## config.mk

```make
export PLATFORM = sky130hd
export DESIGN_NAME = univ_shift_reg_xfer
export DESIGN_NICKNAME = d
export VERILOG_FILES = /design/src/rtl/univ_shift_reg_xfer.sv
export SDC_FILE = /design/constraint.sdc
export NUM_CORES = 1
export LEC_CHECK = 0
export CAP_MARGIN = 20
export CORE_MARGIN = 5
export CORE_UTILIZATION = 40
export DETAILED_ROUTE_END_ITERATION = 10
export PLACE_DENSITY_LB_ADDON = 0.2
export SYNTH_ARGS = -nofsm -noshare
export SYNTH_HDL_FRONTEND = slang
export SYNTH_SLANG_ARGS = --single-unit
```

## constraint.sdc

```tcl
create_clock -name CLK -period 3.43 [get_ports CLK]
set_input_delay 1.029 -clock CLK [delete_from_list [all_inputs] [get_ports CLK]]
set_output_delay 1.029 -clock CLK [all_outputs]
set_load 0.005 [all_outputs]
```

## src/rtl/univ_shift_reg_xfer.sv

```systemverilog
`default_nettype none
// ============================================================================
// Module      : univ_shift_reg_xfer
// Description : Parametrised universal shift register with a serial-transfer
//               engine. While idle, the register performs hold, shift,
//               rotate, parallel load or clear, selected by a mode code.
//               A one-shot start loads a word and serialises it over WIDTH
//               cycles. A busy/done handshake frames the transfer.
// Revision    : 1.0 - initial release
// ----------------------------------------------------------------------------
// Parameters
//   WIDTH     register width in bits (must be >= 2)
//   LSB_FIRST 1: transfer shifts right, LSB out first
//             0: transfer shifts left, MSB out first
//   CNT_W     bit-counter width, derived from WIDTH (not overridable)
// Ports
//   CLK       in   rising-edge clock
//   RST       in   asynchronous, active-high reset
//   mode      in   [2:0] register operation while idle
//   par_in    in   [WIDTH-1:0] parallel data for load and start
//   ser_in_l  in   serial bit entering the MSB on a right shift
//   ser_in_r  in   serial bit entering the LSB on a left shift
//   start     in   single-cycle request to load par_in and serialise it
//   par_out   out  [WIDTH-1:0] register contents (registered)
//   ser_out   out  serial output bit (combinational from the register)
//   busy      out  high while a transfer is in progress
//   done      out  one-cycle pulse after the last transfer bit
//   bit_cnt   out  [CNT_W-1:0] index of the bit on ser_out during a
//                  transfer, otherwise 0
// ============================================================================
module univ_shift_reg_xfer #(
  parameter int   WIDTH     = 8,
  parameter bit   LSB_FIRST = 1'b1,
  localparam int  CNT_W     = $clog2(WIDTH)
) (
  input  logic             CLK,
  input  logic             RST,
  input  logic [2:0]       mode,
  input  logic [WIDTH-1:0] par_in,
  input  logic             ser_in_l,
  input  logic             ser_in_r,
  input  logic             start,
  output logic [WIDTH-1:0] par_out,
  output logic             ser_out,
  output logic             busy,
  output logic             done,
  output logic [CNT_W-1:0] bit_cnt
);

  // --------------------------------------------------------------------------
  // Mode encoding (applies only while idle and start is low)
  // --------------------------------------------------------------------------
  localparam logic [2:0] MODE_HOLD   = 3'b000;
  localparam logic [2:0] MODE_SHR    = 3'b001;
  localparam logic [2:0] MODE_SHL    = 3'b010;
  localparam logic [2:0] MODE_LOAD   = 3'b011;
  localparam logic [2:0] MODE_ROTR   = 3'b100;
  localparam logic [2:0] MODE_ROTL   = 3'b101;
  localparam logic [2:0] MODE_CLEAR  = 3'b110;
  // 3'b111 is reserved and decodes as hold through the default branch.

  localparam logic [CNT_W-1:0] LAST_BIT = CNT_W'(WIDTH - 1);

  typedef enum logic [0:0] {
    ST_IDLE = 1'b0,
    ST_XFER = 1'b1
  } state_t;

  state_t           state;
  state_t           state_nxt;
  logic [WIDTH-1:0] reg_nxt;
  logic [CNT_W-1:0] cnt_nxt;
  logic             busy_nxt;
  logic             done_nxt;

  // Candidate register values for each operation.
  logic [WIDTH-1:0] shr_val;
  logic [WIDTH-1:0] shl_val;
  logic [WIDTH-1:0] rotr_val;
  logic [WIDTH-1:0] rotl_val;
  logic [WIDTH-1:0] xfer_val;

  assign shr_val  = {ser_in_l, par_out[WIDTH-1:1]};
  assign shl_val  = {par_out[WIDTH-2:0], ser_in_r};
  assign rotr_val = {par_out[0], par_out[WIDTH-1:1]};
  assign rotl_val = {par_out[WIDTH-2:0], par_out[WIDTH-1]};

  // --------------------------------------------------------------------------
  // Transfer direction: the serial output is always the bit that the next
  // transfer shift pushes out, so ser_out and the shift must agree.
  // --------------------------------------------------------------------------
  generate
    if (LSB_FIRST) begin : g_lsb_first
      assign xfer_val = shr_val;
      assign ser_out  = par_out[0];
    end else begin : g_msb_first
      assign xfer_val = shl_val;
      assign ser_out  = par_out[WIDTH-1];
    end
  endgenerate

  // --------------------------------------------------------------------------
  // Next-state and next-output logic
  // --------------------------------------------------------------------------
  always_comb begin
    state_nxt = state;
    reg_nxt   = par_out;
    cnt_nxt   = bit_cnt;
    busy_nxt  = busy;
    // done is a pulse: it is cleared on every edge that does not set it.
    done_nxt  = 1'b0;

    unique case (state)
      ST_IDLE: begin
        if (start) begin
          // start has priority over any mode operation.
          state_nxt = ST_XFER;
          reg_nxt   = par_in;
          cnt_nxt   = '0;
          busy_nxt  = 1'b1;
        end else begin
          case (mode)
            MODE_HOLD:  reg_nxt = par_out;
            MODE_SHR:   reg_nxt = shr_val;
            MODE_SHL:   reg_nxt = shl_val;
            MODE_LOAD:  reg_nxt = par_in;
            MODE_ROTR:  reg_nxt = rotr_val;
            MODE_ROTL:  reg_nxt = rotl_val;
            MODE_CLEAR: reg_nxt = '0;
            default:    reg_nxt = par_out;
          endcase
        end
      end

      ST_XFER: begin
        // mode and start are deliberately ignored for the whole transfer.
        if (bit_cnt == LAST_BIT) begin
          // The last bit has been on ser_out for a full cycle; the register
          // keeps its final value rather than shifting once more.
          state_nxt = ST_IDLE;
          cnt_nxt   = '0;
          busy_nxt  = 1'b0;
          done_nxt  = 1'b1;
        end else begin
          reg_nxt = xfer_val;
          cnt_nxt = bit_cnt + CNT_W'(1);
        end
      end

      default: begin
        state_nxt = ST_IDLE;
        cnt_nxt   = '0;
        busy_nxt  = 1'b0;
      end
    endcase
  end

  // --------------------------------------------------------------------------
  // State and output registers. Reset is asynchronous so that a transfer is
  // abandoned immediately, with no trailing done pulse.
  // --------------------------------------------------------------------------
  always_ff @(posedge CLK or posedge RST) begin
    if (RST) begin
      state   <= ST_IDLE;
      par_out <= '0;
      bit_cnt <= '0;
      busy    <= 1'b0;
      done    <= 1'b0;
    end else begin
      state   <= state_nxt;
      par_out <= reg_nxt;
      bit_cnt <= cnt_nxt;
      busy    <= busy_nxt;
      done    <= done_nxt;
    end
  end

endmodule
`default_nettype wire

```

Word-level counts from Yosys, hierarchy flattened
Cells that the tools add are included.
{"block": "op_classes", "bitwise_logic": 1, "reduce_logical": 2, "eq_ne": 11, "muxes": 15, "n_addsub": 1}
{"cell": "$pmux W8 S6", "count": 1}
{"cell": "$mux W8", "count": 2}
{"cell": "$pmux W8 S2", "count": 1}
{"cell": "$eq A3 B3 Y1 const B", "count": 4}
{"cell": "$ne A8 B2 Y1 const B", "count": 1}
{"cell": "$eq A3 B2 Y1 const B", "count": 2}
{"cell": "$mux W1", "count": 6}
{"cell": "$mux W3", "count": 2}
{"cell": "$pmux W3 S2", "count": 1}
{"cell": "$ne A2 B2 Y1 const B", "count": 2}
{"cell": "$pmux W1 S2", "count": 2}
{"cell": "$reduce_and A2 Y1", "count": 2}
{"cell": "$add A3 B1 Y3 const B", "count": 1}
{"cell": "$eq A3 B1 Y1 const B", "count": 1}
{"cell": "$ne A2 B1 Y1 const B", "count": 1}
{"cell": "$not A1 Y1", "count": 1}
{"block": "totals", "regBits": 14}

Depth between registers and ports, before layout
Gate-level depths: netlist of run 1.
{"block": "depth", "depth_word": 4, "ltp_mapped": 6}

Worst setup path before layout of run 1
No wires, ideal clock.
{"block": "synth_timing", "path_type": "input port to flip-flop", "start": "input port mode[2]", "end": "register par_out[7]", "path_buffers": 2, "t_arrival_ns": 2.214, "setup_time_ns": 0.082, "path_slack_ns": 1.134, "stages": 6, "cell_sequence": "or3_1 a211o_1 buf_6 and2_4 buf_6 a31oi_1"}
{"block": "synth_between", "elab_chain_cells": 4, "word_cells_on_any_way": 11, "classes_between": "7 x eq/ne; 3 x mux; 1 x reduce/logical"}
{"item": "from (decl)", "line": "38", "rtl": "input logic [2:0] mode,"}
{"item": "$eq A3 B3 Y1 (tied with other cells)", "line": "122", "rtl": "case (mode)"}
{"item": "$pmux W8 S6", "line": "122"}
{"item": "$mux W8", "line": "115", "rtl": "if (start) begin"}
{"item": "$pmux W8 S2", "line": "113", "rtl": "unique case (state)"}
{"item": "to (signal assigned)", "line": "171", "rtl": "par_out <= reg_nxt;"}
{"item": "to (decl)", "line": "43", "rtl": "output logic [WIDTH-1:0] par_out,"}
Parallel ways exist; a longest one is shown, timed or not.
A chain may end at the register's enable or synchronous reset.

Final worst setup path of run 1
Ends and elaborated chain as after synthesis.

==> results of run 1 <==
-- layer usage --
layer | track usage | vias to the layer above
met5 | 0 | -
met4 | 0.0818 | 0
met3 | 0.0294 | 2
met2 | 0.253 | 58
met1 | 0.241 | 500
li1 | - | 514
-- cell usage after synthesis (3+ instances only) --
library cell  instances  area, µm²
a21oi_1              14       70.1
nand2b_1              7       43.8
a21boi_0              3       22.5
mux2i_1               3       30.0
dfrtp_1              14        350
inv_1                10       37.5
o21ai_0               7       35.0
a22oi_1               3       22.5
a31oi_1               7       43.8
a22o_1                3       26.3
a222oi_1              3       30.0
o22ai_1               3       18.8
buf_6                 5       56.3
nor2_1                5       18.8
nand3_1               7       35.0
nand2_1               3       11.3
a221oi_1              3       26.3
-- per-stage QoR --
stage	instances	setup WS, ps
3_3_place_gp	175	368
6_report	179	656
4_1_cts	179	674
3_5_place_dp	175	373
5_1_grt	179	598
2_1_floorplan	123	1130
-- worst paths after layout --
path	cells after the start	to	slack, ps
setup / recovery	5	par_out[7]	660
hold / removal	1	bit_cnt[2]	540
setup reg to reg	5	par_out[4]	1760
hold reg to reg	1	bit_cnt[2]	540
max in group asynchronous	2	bit_cnt[1]	2010
min in group asynchronous	2	done	1080
-- critical path, cell delays in order --
cell and delay, ps:
clkdlybuf4s50_1 620, or3_1 440, a211o_1 430, and2_4 250, a31oi_1 190
-- registers in the layout, summed over array words and instances, names as in the netlist --
register / count
busy: 1
bit_cnt: 3
state: 1
par_out: 8
done: 1
-- report_power, final --
part | internal, mW | switching, mW
clock network | 0.0645 | 0.0543
registers | 0.252 | 0.136
logic | 0.338 | 0.224
-- cell type report --
cell class	count	area [µm²]
Multi-Input combinational cell	89	593
Sequential cell	14	350
Clock buffer	4	36.3
Fill cell	245	1130
Tap cell	30	37.5
Inverter	10	37.5
Timing Repair Buffer	32	313
-- cell families (layout without fill, tap and decap cells) --
group,Yosys count,in the layout
flops,14,14
compound gates,54,54
simple gates,30,30
buf+inv,20,46
fa+ha+maj,2,2
mux,3,3
==> impl_metrics.env, run 1 <==
export IMPL_status="finished clean"
export IMPL_max_vdd_ir_drop_mv=0.369
export IMPL_antenna_found_initial=0
export IMPL_tightestPinTransition_ps=571
export IMPL_start_util=0.425
export IMPL_crit_type="in -> reg"
export IMPL_grt_pass1_vias=1016
export IMPL_vias_per_cell=6.00
export IMPL_finalCritPeriodShare=0.809
export IMPL_cp_max_fo=14
export IMPL_design_area_um2=1370
export IMPL_vias=1074
export IMPL_post_cts_setup_buffers=0
export IMPL_dp_hpwl_um=2140
export IMPL_cts_sinks=14
export IMPL_drtPass1Iterations=5
export IMPL_final_core_util=0.547
export IMPL_crit_arrival_ps=2970
export IMPL_place_area_um2=1330
export IMPL_synthesis_area_um2=1060
export IMPL_fp_dieH_um=61.5
export IMPL_synth_seq_cells=14
export IMPL_grt_util_all_layers=0.171
export IMPL_wl_met1_um=1250
export IMPL_cp_end_kind="flip-flop"
export IMPL_setup_tns_ps=0
export IMPL_yosysUniqueCellTypes=35
export IMPL_overflow=0
export IMPL_synthAdderAreaFrac=0.0236
export IMPL_synth_xor_area_frac=0
export IMPL_max_cap_violations=0
export IMPL_synth_edf_count=0
export IMPL_rows=18
export IMPL_synth_main_ff_cell="dfrtp_1"
export IMPL_hold_ws_ps=537
export IMPL_synthArstFlopShare=1.00
export IMPL_cts_buffers=3
export IMPL_cp_start_kind="input port"
export IMPL_synth_top_family_by_area="compound AO/OA/AOI/OAI gates"
export IMPL_drv_slew=0
export IMPL_synth_compound_area_share=0.347
export IMPL_synthCells=123
export IMPL_power_mw=1.07
export IMPL_layout_commonest_cell="clkdlybuf4s50_1"
export IMPL_first_iter_violations=86
export IMPL_wl_per_cell_um=16.1
export IMPL_synth_mux_area_fraction=0.0283
export IMPL_mostFrequentLayoutCells="clkdlybuf4s50_1, a21oi_1, dfrtp_1, inv_1"
export IMPL_hold_class="reg -> reg"
export IMPL_fmax_mhz=360
export IMPL_yosys_area_share_simple=0.159
export IMPL_die_area_um2=3790
export IMPL_wl_met3_um=303
export IMPL_p_leak_nw=0.560
export IMPL_cellPowerDensity_nw_per_um2=782
export IMPL_grt_pass1_wl_um=4850
export IMPL_num_antenna_cells=0
export IMPL_synth_seq_area_share=0.330
export IMPL_wl_um=2880
export IMPL_syn_area_per_cell_um2=8.64
export IMPL_rsz0062_at_grt="no"
export IMPL_core_area_um2=2500
export IMPL_ant_nets=0
export IMPL_grt_start_max_net_pins=18
export IMPL_required_ps=3620
export IMPL_clock_path_buffers=2
export IMPL_min_from="bit_cnt[2]"
export IMPL_period_minus_slack_ps=2770
export IMPL_cts_hold_buf=0
export IMPL_io_pins=30
export IMPL_startpoint="mode[2]"
export IMPL_r2r_start="state"
export IMPL_yosysWarningCount=0
export IMPL_drc_errors=0
export IMPL_syn_nets=141
export IMPL_finClkSkew_ps=1.52
export IMPL_fp_dieW_um=61.5
export IMPL_setup_viol=0
export IMPL_cts_resized_gates=0
export IMPL_clock_latency_ps=270
export IMPL_cts_tree="built"
export IMPL_wl_met2_um=1300
export IMPL_top_layer="met4"
export IMPL_drive_gt1_frac=0.0671
export IMPL_areaGrowthSynthToFinish_pct=28.7
export IMPL_maxSlewHeadroom=0.618
export IMPL_htree_levels=1
export IMPL_timing_final_hold_violations=0
export IMPL_clk_pin_slew_ps=90
export IMPL_io_buffers=29
export IMPL_nets=168
export IMPL_gp_congestion=0.899
export IMPL_root_buffer="clkbuf_4"
(Power assumes the default switching activity.)
==> run 2: changes to the inputs <==
==> constraint.sdc (replaced) <==
create_clock -name CLK -period 2.3 [get_ports CLK]
set_input_delay 0.69 -clock CLK [delete_from_list [all_inputs] [get_ports CLK]]
set_output_delay 0.69 -clock CLK [all_outputs]
set_load 0.005 [all_outputs]
==> run 2 against run 1 <==
Sequential cell count unchanged. Highest routed layer unchanged. First-iteration DRC count decreased by 17%. Clock power is 49% higher. Critical path depth increased by 2. Utilization up 3.0 points. Via count is 7.4% higher. Setup slack got worse by 450 ps. Clock skew up 4.7 ps.
==> impl_metrics.env, run 2 (synthesis results as in run 1) <==
export IMPL_status="finished clean"
export IMPL_rows=18
export IMPL_required_ps=2460
export IMPL_cts_resized_gates=0
export IMPL_gp_congestion=0.895
export IMPL_antenna_found_initial=0
export IMPL_max_cap_violations=0
export IMPL_reg_top3="par_out (8), bit_cnt (3)"
export IMPL_die_area_um2=3790
export IMPL_crit_slowest_cell="clkdlybuf4s50_1"
export IMPL_cts_tree="built"
export IMPL_io_buffers=29
export IMPL_cpPeakStageDelay_ps=520
export IMPL_cts_buffers=3
export IMPL_drv_slew=0
export IMPL_fp_dieH_um=61.5
export IMPL_finalCritPeriodShare=0.909
export IMPL_cpLargestDelayFamily="buffers and inverters"
export IMPL_core_area_um2=2500
export IMPL_cts_hold_buf=0
export IMPL_fp_dieW_um=61.5
export IMPL_clock_path_buffers=2
export IMPL_cpMostUsedCell="buf_4"
export IMPL_crit_chain="clkdlybuf4s50_1 > buf_4 > nand3_1 > a211o_1 > buf_4 > a21oi_1 > a31oi_1"
export IMPL_layout_commonest_cell="clkdlybuf4s50_1"
export IMPL_cts_sinks=14
export IMPL_cp_max_fo=15
export IMPL_p_leak_nw=0.608
export IMPL_maxSlewHeadroom=0.595
export IMPL_cp_end_kind="flip-flop"
export IMPL_vias=1153
export IMPL_timing_final_hold_violations=0
export IMPL_finClkSkew_ps=6.19
export IMPL_clk_pin_slew_ps=90
export IMPL_start_util=0.425
export IMPL_cp_num_buf_inv=3
export IMPL_clock_latency_ps=280
export IMPL_post_cts_setup_buffers=0
export IMPL_io_pins=30
export IMPL_wl_um=3060
export IMPL_grt_pass1_vias=1108
export IMPL_top_register="par_out"
export IMPL_first_iter_violations=71
export IMPL_period_minus_slack_ps=2090
export IMPL_drive_gt1_frac=0.126
export IMPL_nets=178
export IMPL_fmax_mhz=478
export IMPL_drtPass1Iterations=4
export IMPL_setup_viol=0
export IMPL_rsz0062_at_grt="no"
export IMPL_largest_reg_flops=8
export IMPL_overflow=0
export IMPL_ant_nets=0
export IMPL_crit_type="in -> reg"
export IMPL_max_vdd_ir_drop_mv=0.719
export IMPL_final_core_util=0.577
export IMPL_cp_start_kind="input port"
export IMPL_crit_arrival_ps=2250
export IMPL_cellPowerDensity_nw_per_um2=1120
export IMPL_tightestPinTransition_ps=608
export IMPL_hold_ws_ps=536
export IMPL_grt_pass1_wl_um=5130
export IMPL_place_area_um2=1410
export IMPL_wl_per_cell_um=16.2
export IMPL_power_mw=1.62
export IMPL_design_area_um2=1440
export IMPL_num_antenna_cells=0
export IMPL_grt_start_max_net_pins=18
export IMPL_grt_util_all_layers=0.180
export IMPL_drc_errors=0
export IMPL_root_buffer="clkbuf_4"
export IMPL_hold_class="reg -> reg"
export IMPL_mostFrequentLayoutCells="clkdlybuf4s50_1, a21oi_1, dfrtp_1, buf_4, inv_1"
export IMPL_vias_per_cell=6.10
export IMPL_setup_tns_ps=0
export IMPL_htree_levels=1
export IMPL_areaGrowthSynthToFinish_pct=35.8
export IMPL_dp_hpwl_um=2300
## run 2: cell types whose count changed in the layout (fill, tap and decap cells not counted), sizes merged
cell	previous run	this run
buf	3	13
## run 2: routing by layer
layer / track usage / vias to the layer above / part of all wire
met1: 0.243 / 550 / 0.43
met5: 0 / - / 0
met2: 0.281 / 60 / 0.47
met3: 0.0252 / 6 / 0.088
li1: - / 537 / -
met4: 0.0848 / 0 / 0.018
## run 2: final timing paths
kind	slack, ps	startpoint	cells past startpoint	end
worst max register to register	510	state	5	par_out[1]
worst min register to register	540	bit_cnt[2]	1	bit_cnt[2]
worst max-delay path	210	mode[1]	7	par_out[5]
worst min-delay path	540	bit_cnt[2]	1	bit_cnt[2]
max in group asynchronous	1210	RST	2	par_out[2]
min in group asynchronous	740	RST	2	state
## run 2: per-stage QoR
step	std cells	worst slack, ps
after CTS	189	227
after global routing	189	111
after global placement	185	-6.66
final	189	210
after floorplan	123	343
after detailed placement	185	-74.5
## run 2: power breakdown
| group | leakage, nW | switching (mW) | total [mW] | internal (mW) |
|---|---|---|---|---|
| clock network | 0.0210 | 0.0805 | 0.177 | 0.0963 |
| logic | 0.423 | 0.336 | 0.858 | 0.522 |
| registers | 0.164 | 0.204 | 0.580 | 0.376 |
| total | 0.608 | 0.621 | 1.62 | 0.995 |
## run 2: layout make-up
class,instances,area [µm²]
fill,245,1060
inverter,10,37.5
multi-input combinational,89,593
tap,30,37.5
clock buffer,4,36.3
sequential,14,350
timing repair buffer,42,388
==> run 3: changes to the inputs <==
--- a/config.mk
+++ b/config.mk
@@ -6,8 +6,10 @@
 export NUM_CORES = 1
 export LEC_CHECK = 0
 export CAP_MARGIN = 20
+export CELL_PAD_IN_SITES_DETAIL_PLACEMENT = 0
+export CELL_PAD_IN_SITES_GLOBAL_PLACEMENT = 2
 export CORE_MARGIN = 5
-export CORE_UTILIZATION = 40
+export CORE_UTILIZATION = 24
 export DETAILED_ROUTE_END_ITERATION = 10
 export PLACE_DENSITY_LB_ADDON = 0.2
 export SYNTH_ARGS = -nofsm -noshare
==> run 3 against run 2 <==
Sequential cell count unchanged. Die area increased by 55%. Largest cell class unchanged. Maximum frequency decreased by 4.8%. Cell count increased by 11%. Setup slack got worse by 100 ps. Utilization decreased by 23 points. Non-clock buffer count decreased by 1. Design area increased by 2.7%. Routed wire length increased by 11%. First-iteration DRC count decreased by 24%. Clock-buffer cell count unchanged. Sequential share of layout area decreased by 0.64 points.
==> impl_metrics.env, run 3 (synthesis results as in run 1) <==
export IMPL_areaGrowthSynthToFinish_pct=39.5
export IMPL_clock_path_buffers=2
export IMPL_rows=24
export IMPL_vias=1090
export IMPL_start_util=0.246
export IMPL_cp_max_fo=9
export IMPL_overflow=0
export IMPL_place_area_um2=1430
export IMPL_ant_nets=0
export IMPL_die_area_um2=5860
export IMPL_grt_start_max_net_pins=15
export IMPL_r2r_cells=5
export IMPL_design_area_um2=1480
export IMPL_grt_util_all_layers=0.119
export IMPL_pre_cts_slack_ps=-156
export IMPL_required_ps=2470
export IMPL_mostFrequentLayoutCells="clkdlybuf4s50_1, a21oi_1, dfrtp_1, buf_4, inv_1"
export IMPL_cpPeakStageDelay_ps=480
export IMPL_maxSlewHeadroom=0.640
export IMPL_setup_viol=0
export IMPL_cellPowerDensity_nw_per_um2=1140
export IMPL_htree_levels=1
export IMPL_finalCritPeriodShare=0.954
export IMPL_dpl_cell_count=206
export IMPL_core_area_um2=4320
export IMPL_crit_slowest_cell="clkdlybuf4s50_1"
export IMPL_dp_hpwl_um=2710
export IMPL_status="finished clean"
export IMPL_wl_per_cell_um=16.1
export IMPL_power_mw=1.69
export IMPL_cts_resized_gates=0
export IMPL_period_minus_slack_ps=2190
export IMPL_drv_slew=0
export IMPL_whs_path_depth=1
export IMPL_clk_pin_slew_ps=60
export IMPL_fmax_mhz=456
export IMPL_drtPass1Iterations=6
export IMPL_drc_errors=0
export IMPL_final_core_util=0.343
export IMPL_cts_hold_buf=0
export IMPL_crit_chain="clkdlybuf4s50_1 > or3_1 > a211o_1 > and2_4 > a31oi_1"
export IMPL_post_cts_setup_buffers=0
export IMPL_largest_reg_flops=8
export IMPL_first_iter_violations=54
export IMPL_cts_sinks=14
export IMPL_timing_final_hold_violations=0
export IMPL_vias_per_cell=5.19
export IMPL_io_pins=30
export IMPL_hold_class="reg -> reg"
export IMPL_drive_gt1_frac=0.120
export IMPL_hold_ws_ps=531
export IMPL_crit_type="in -> reg"
export IMPL_fp_dieW_um=76.5
export IMPL_clock_latency_ps=240
export IMPL_rsz0062_at_grt="no"
export IMPL_cts_buffers=3
export IMPL_cp_start_kind="input port"
export IMPL_gp_congestion=0.811
export IMPL_root_buffer="clkbuf_8"
export IMPL_setup_tns_ps=0
export IMPL_io_buffers=29
export IMPL_top_register="par_out"
export IMPL_layout_commonest_cell="clkdlybuf4s50_1"
export IMPL_antenna_found_initial=0
export IMPL_num_antenna_cells=0
export IMPL_cts_tree="built"
export IMPL_crit_arrival_ps=2360
export IMPL_cp_end_kind="flip-flop"
export IMPL_worst_slack_ps=105
export IMPL_max_vdd_ir_drop_mv=0.273
export IMPL_max_cap_violations=0
export IMPL_grt_pass1_wl_um=5700
export IMPL_tightestPinTransition_ps=539
export IMPL_grt_pass1_vias=1162
export IMPL_nets=177
export IMPL_wl_um=3380
export IMPL_instances_no_fill=210
export IMPL_p_leak_nw=0.610
export IMPL_finClkSkew_ps=1.88
export IMPL_reg_top3="par_out (8), bit_cnt (3)"
export IMPL_fp_dieH_um=76.5
run 3: final cells by class:
cell class	count	area [µm²]
fill	466	2840
multi-input combinational	89	593
timing repair buffer	41	380
sequential	14	350
tap	52	65.1
clock buffer	4	55.1
inverter	10	37.5
run 3: final timing paths:
check | start | to | slack, ps
max in group asynchronous | RST | par_out[6] | 1170
hold reg to reg | bit_cnt[2] | bit_cnt[2] | 530
setup reg to reg | state | par_out[4] | 680
hold / removal | bit_cnt[2] | bit_cnt[2] | 530
setup / recovery | mode[1] | par_out[7] | 110
min in group asynchronous | RST | done | 780
run 3: metal layers:
metal / up-vias / share of wire / track usage
met3: 2 / 0.045 / 0.0130
met1: 523 / 0.46 / 0.160
met2: 36 / 0.49 / 0.192
met5: - / 0 / 0
li1: 529 / - / -
met4: 0 / 0.010 / 0.0472
run 3: power breakdown:
part / switching [mW] / internal, mW
clock: 0.0907 / 0.152
sequential: 0.195 / 0.377
combinational: 0.354 / 0.525
run 3: worst max-delay path, delay by kind of cell:
family / cells / cell delay, ps
simple gates: 2 / 610
buf+inv: 1 / 480
compound gates: 2 / 580
==> variant: new RTL, flow settings as in run 1 <==
The parameter `LSB_FIRST` goes from 1'b1 to 1'b0.
--- a/src/rtl/univ_shift_reg_xfer.sv
+++ b/src/rtl/univ_shift_reg_xfer.sv
@@ -31,5 +31,5 @@
 module univ_shift_reg_xfer #(
   parameter int   WIDTH     = 8,
-  parameter bit   LSB_FIRST = 1'b1,
+  parameter bit   LSB_FIRST = 1'b0,
   localparam int  CNT_W     = $clog2(WIDTH)
 ) (
Formal check against the unedited RTL: not equivalent (Yosys sat finds a counterexample within 4 cycles, from zero or initial values and one cycle with RST high).
==> variant against run 1 <==
- sequential power decreased by 3%
- total power fell by 0.91%
- setup slack improved by 0.16 ns
- wire length grew 1.3%
- area after synthesis is 4.0% higher
- design area grew 4.2%
- hold slack got worse by 0.025 ns
- sequential cell count is the same
- non-clock buffer count decreased by 1
- core utilization shrank 2.1 points
- critical path depth rose by 1
- register-to-register slack got worse by 0.12 ns
- fmax is 6.0% higher
- largest cell class unchanged
==> variant: results <==
# TYPE chip_impl_metric gauge
chip_impl_metric{name="power_leakage",unit="nW"} 0.5519
chip_impl_metric{name="grt_first_pass_wirelength",unit="um"} 5078
chip_impl_info{name="status",value="complete, no violations"} 1
chip_impl_info{name="yosys-top-cells-count",value="14 x sky130_fd_sc_hd__dfrtp_1, 13 x sky130_fd_sc_hd__a21oi_1, 7 x sky130_fd_sc_hd__nand2b_1, 6 x sky130_fd_sc_hd__a31oi_1, 6 x sky130_fd_sc_hd__inv_1"} 1
chip_impl_info{name="reg_top3",value="par_out (8), bit_cnt (3)"} 1
chip_impl_metric{name="synthesis.nets",unit=""} 139
chip_impl_metric{name="distinct_cell_type_count_after_synthesis",unit=""} 41
chip_impl_metric{name="clkSlewWorstSetupHoldPaths",unit="ns"} 0.09
chip_impl_info{name="synthFlopType",value="sky130_fd_sc_hd__dfrtp_1"} 1
chip_impl_metric{name="number_of_cells_on_the_worst_reg_to_reg_path",unit=""} 6
chip_impl_metric{name="vdd.ir_drop.worst",unit="mV"} 0.4565
chip_impl_metric{name="routed_via_density",unit=""} 5.860
chip_impl_metric{name="grtUsageTotal",unit="%"} 15.72
chip_impl_metric{name="final_layout_size_suffix_gt1_share",unit="%"} 15.54
chip_impl_metric{name="slew-limit-headroom",unit="%"} 57.83
chip_impl_metric{name="post-cts-setup-buffers",unit=""} 0
chip_impl_metric{name="critical_path_arrival",unit="ns"} 2.77
chip_impl_metric{name="portBuffers",unit=""} 29
chip_impl_metric{name="num_antenna_cells",unit=""} 0
chip_impl_metric{name="cts_max_path_buffers",unit=""} 2
chip_impl_metric{name="ys_seq_area_share",unit="%"} 31.71
chip_impl_metric{name="synthArstFlopShare",unit="%"} 100.0
chip_impl_metric{name="dr.pass1.iters",unit=""} 4
chip_impl_metric{name="post_cts.resized_instances",unit=""} 0
chip_impl_metric{name="final_net_count",unit=""} 167
chip_impl_metric{name="critical_path_peak_fanout",unit=""} 13
chip_impl_metric{name="first_global_vias",unit=""} 1076
chip_impl_metric{name="gp_congestion",unit=""} 0.8558
chip_impl_metric{name="grt_start_max_net_pins",unit=""} 18
chip_impl_metric{name="dp.final_hpwl",unit="um"} 2292
chip_impl_metric{name="drt_wl_total",unit="um"} 2917
chip_impl_metric{name="finClkSkew",unit="ns"} 0.004648
chip_impl_metric{name="final.fill_count",unit=""} 282
chip_impl_metric{name="initial_drc_count",unit=""} 35
chip_impl_metric{name="internal_power",unit="mW"} 0.6511
chip_impl_info{name="ys_top_cells_by_area",value="sky130_fd_sc_hd__dfrtp_1 32%, sky130_fd_sc_hd__a21oi_1 5.9%, sky130_fd_sc_hd__a22oi_2 4.5%"} 1
-- variant: cell types whose count changed after synthesis, sizes merged, moves of 2 or more --
cell	delta
inv	-4
a222oi	-3
o22ai	-2
a22oi	+3
mux2	+3
mux2i	-2
clkbuf	-2
nand2	+3
nand3	-2
o31ai	+5
-- variant: critical path, cell delays in order --
cell and delay (ns):
sky130_fd_sc_hd__clkdlybuf4s50_1 0.68, sky130_fd_sc_hd__buf_4 0.30, sky130_fd_sc_hd__and3_4 0.20, sky130_fd_sc_hd__o21a_1 0.22
sky130_fd_sc_hd__nor2_2 0.22, sky130_fd_sc_hd__a31oi_1 0.12
-- variant: cell type report --
cell class / count / share of cell area, %
multi-input combinational: 93 / 47.15
sequential: 14 / 24.58
inverter: 6 / 1.580
timing repair buffer: 31 / 21.42
clock buffer: 4 / 2.546
tap: 31 / 2.722
-- variant: final timing paths --
check	slack, ns	end	from
hold / removal	0.51	bit_cnt[0]	bit_cnt[0]
setup reg to reg	1.64	par_out[2]	bit_cnt[0]
hold reg to reg	0.51	bit_cnt[0]	bit_cnt[0]
min in group asynchronous	1.07	bit_cnt[0]	RST
setup / recovery	0.81	par_out[2]	mode[0]
max in group asynchronous	2.00	busy	RST
-- variant: per-stage QoR --
step / std cells / setup slack (ns) / cell area, um2 / power (mW) / hold slack, ns
after detailed placement: 175 / 0.5004 / 1389 / 0.9521 / 0.5123
after CTS: 179 / 0.8051 / 1425 / 1.071 / 0.5248
after global routing: 179 / 0.7042 / 1425 / 1.140 / 0.5518
final: 179 / 0.8123 / 1425 / 1.059 / 0.5114
after global placement: 175 / 0.5406 / 1389 / 0.9367 / 0.5015
after floorplan: 121 / 1.452 / 1105 / 0.6859 / 0.4922
-- variant: routing by layer --
layer  track usage (%)  wire length, um  part of all wire (%)  vias to the layer above
li1                  -                -                     -                      513
met1             19.51             1248                    43                      494
met2             26.17             1418                    49                       33
met3             1.799              149                   5.1                        9
met4             8.753              100                   3.4                        0
met5                 0                0                     0                        -
-- variant: logic make-up (layout without fill, tap and decap cells) --
kind of cell    after synthesis  count (layout)  share of synthesized area, %
compound gates               54              54                         35.11
simple gates                 33              33                         19.48
flops                        14              14                         31.71
buf+inv                      14              41                         7.474
mux                           4               4                         3.964
fa+ha+maj                     2               2                         2.265
-- variant: power by group through the flow --
| stage | clock, mW | combinational (mW) | sequential (mW) |
|---|---|---|---|
| after floorplan | 0 | 0.347 | 0.338 |
| after global placement | 0 | 0.558 | 0.379 |
| after detailed placement | 0 | 0.570 | 0.382 |
| after CTS | 0.122 | 0.569 | 0.379 |
| after global routing | 0.129 | 0.618 | 0.394 |
| final | 0.121 | 0.560 | 0.378 |
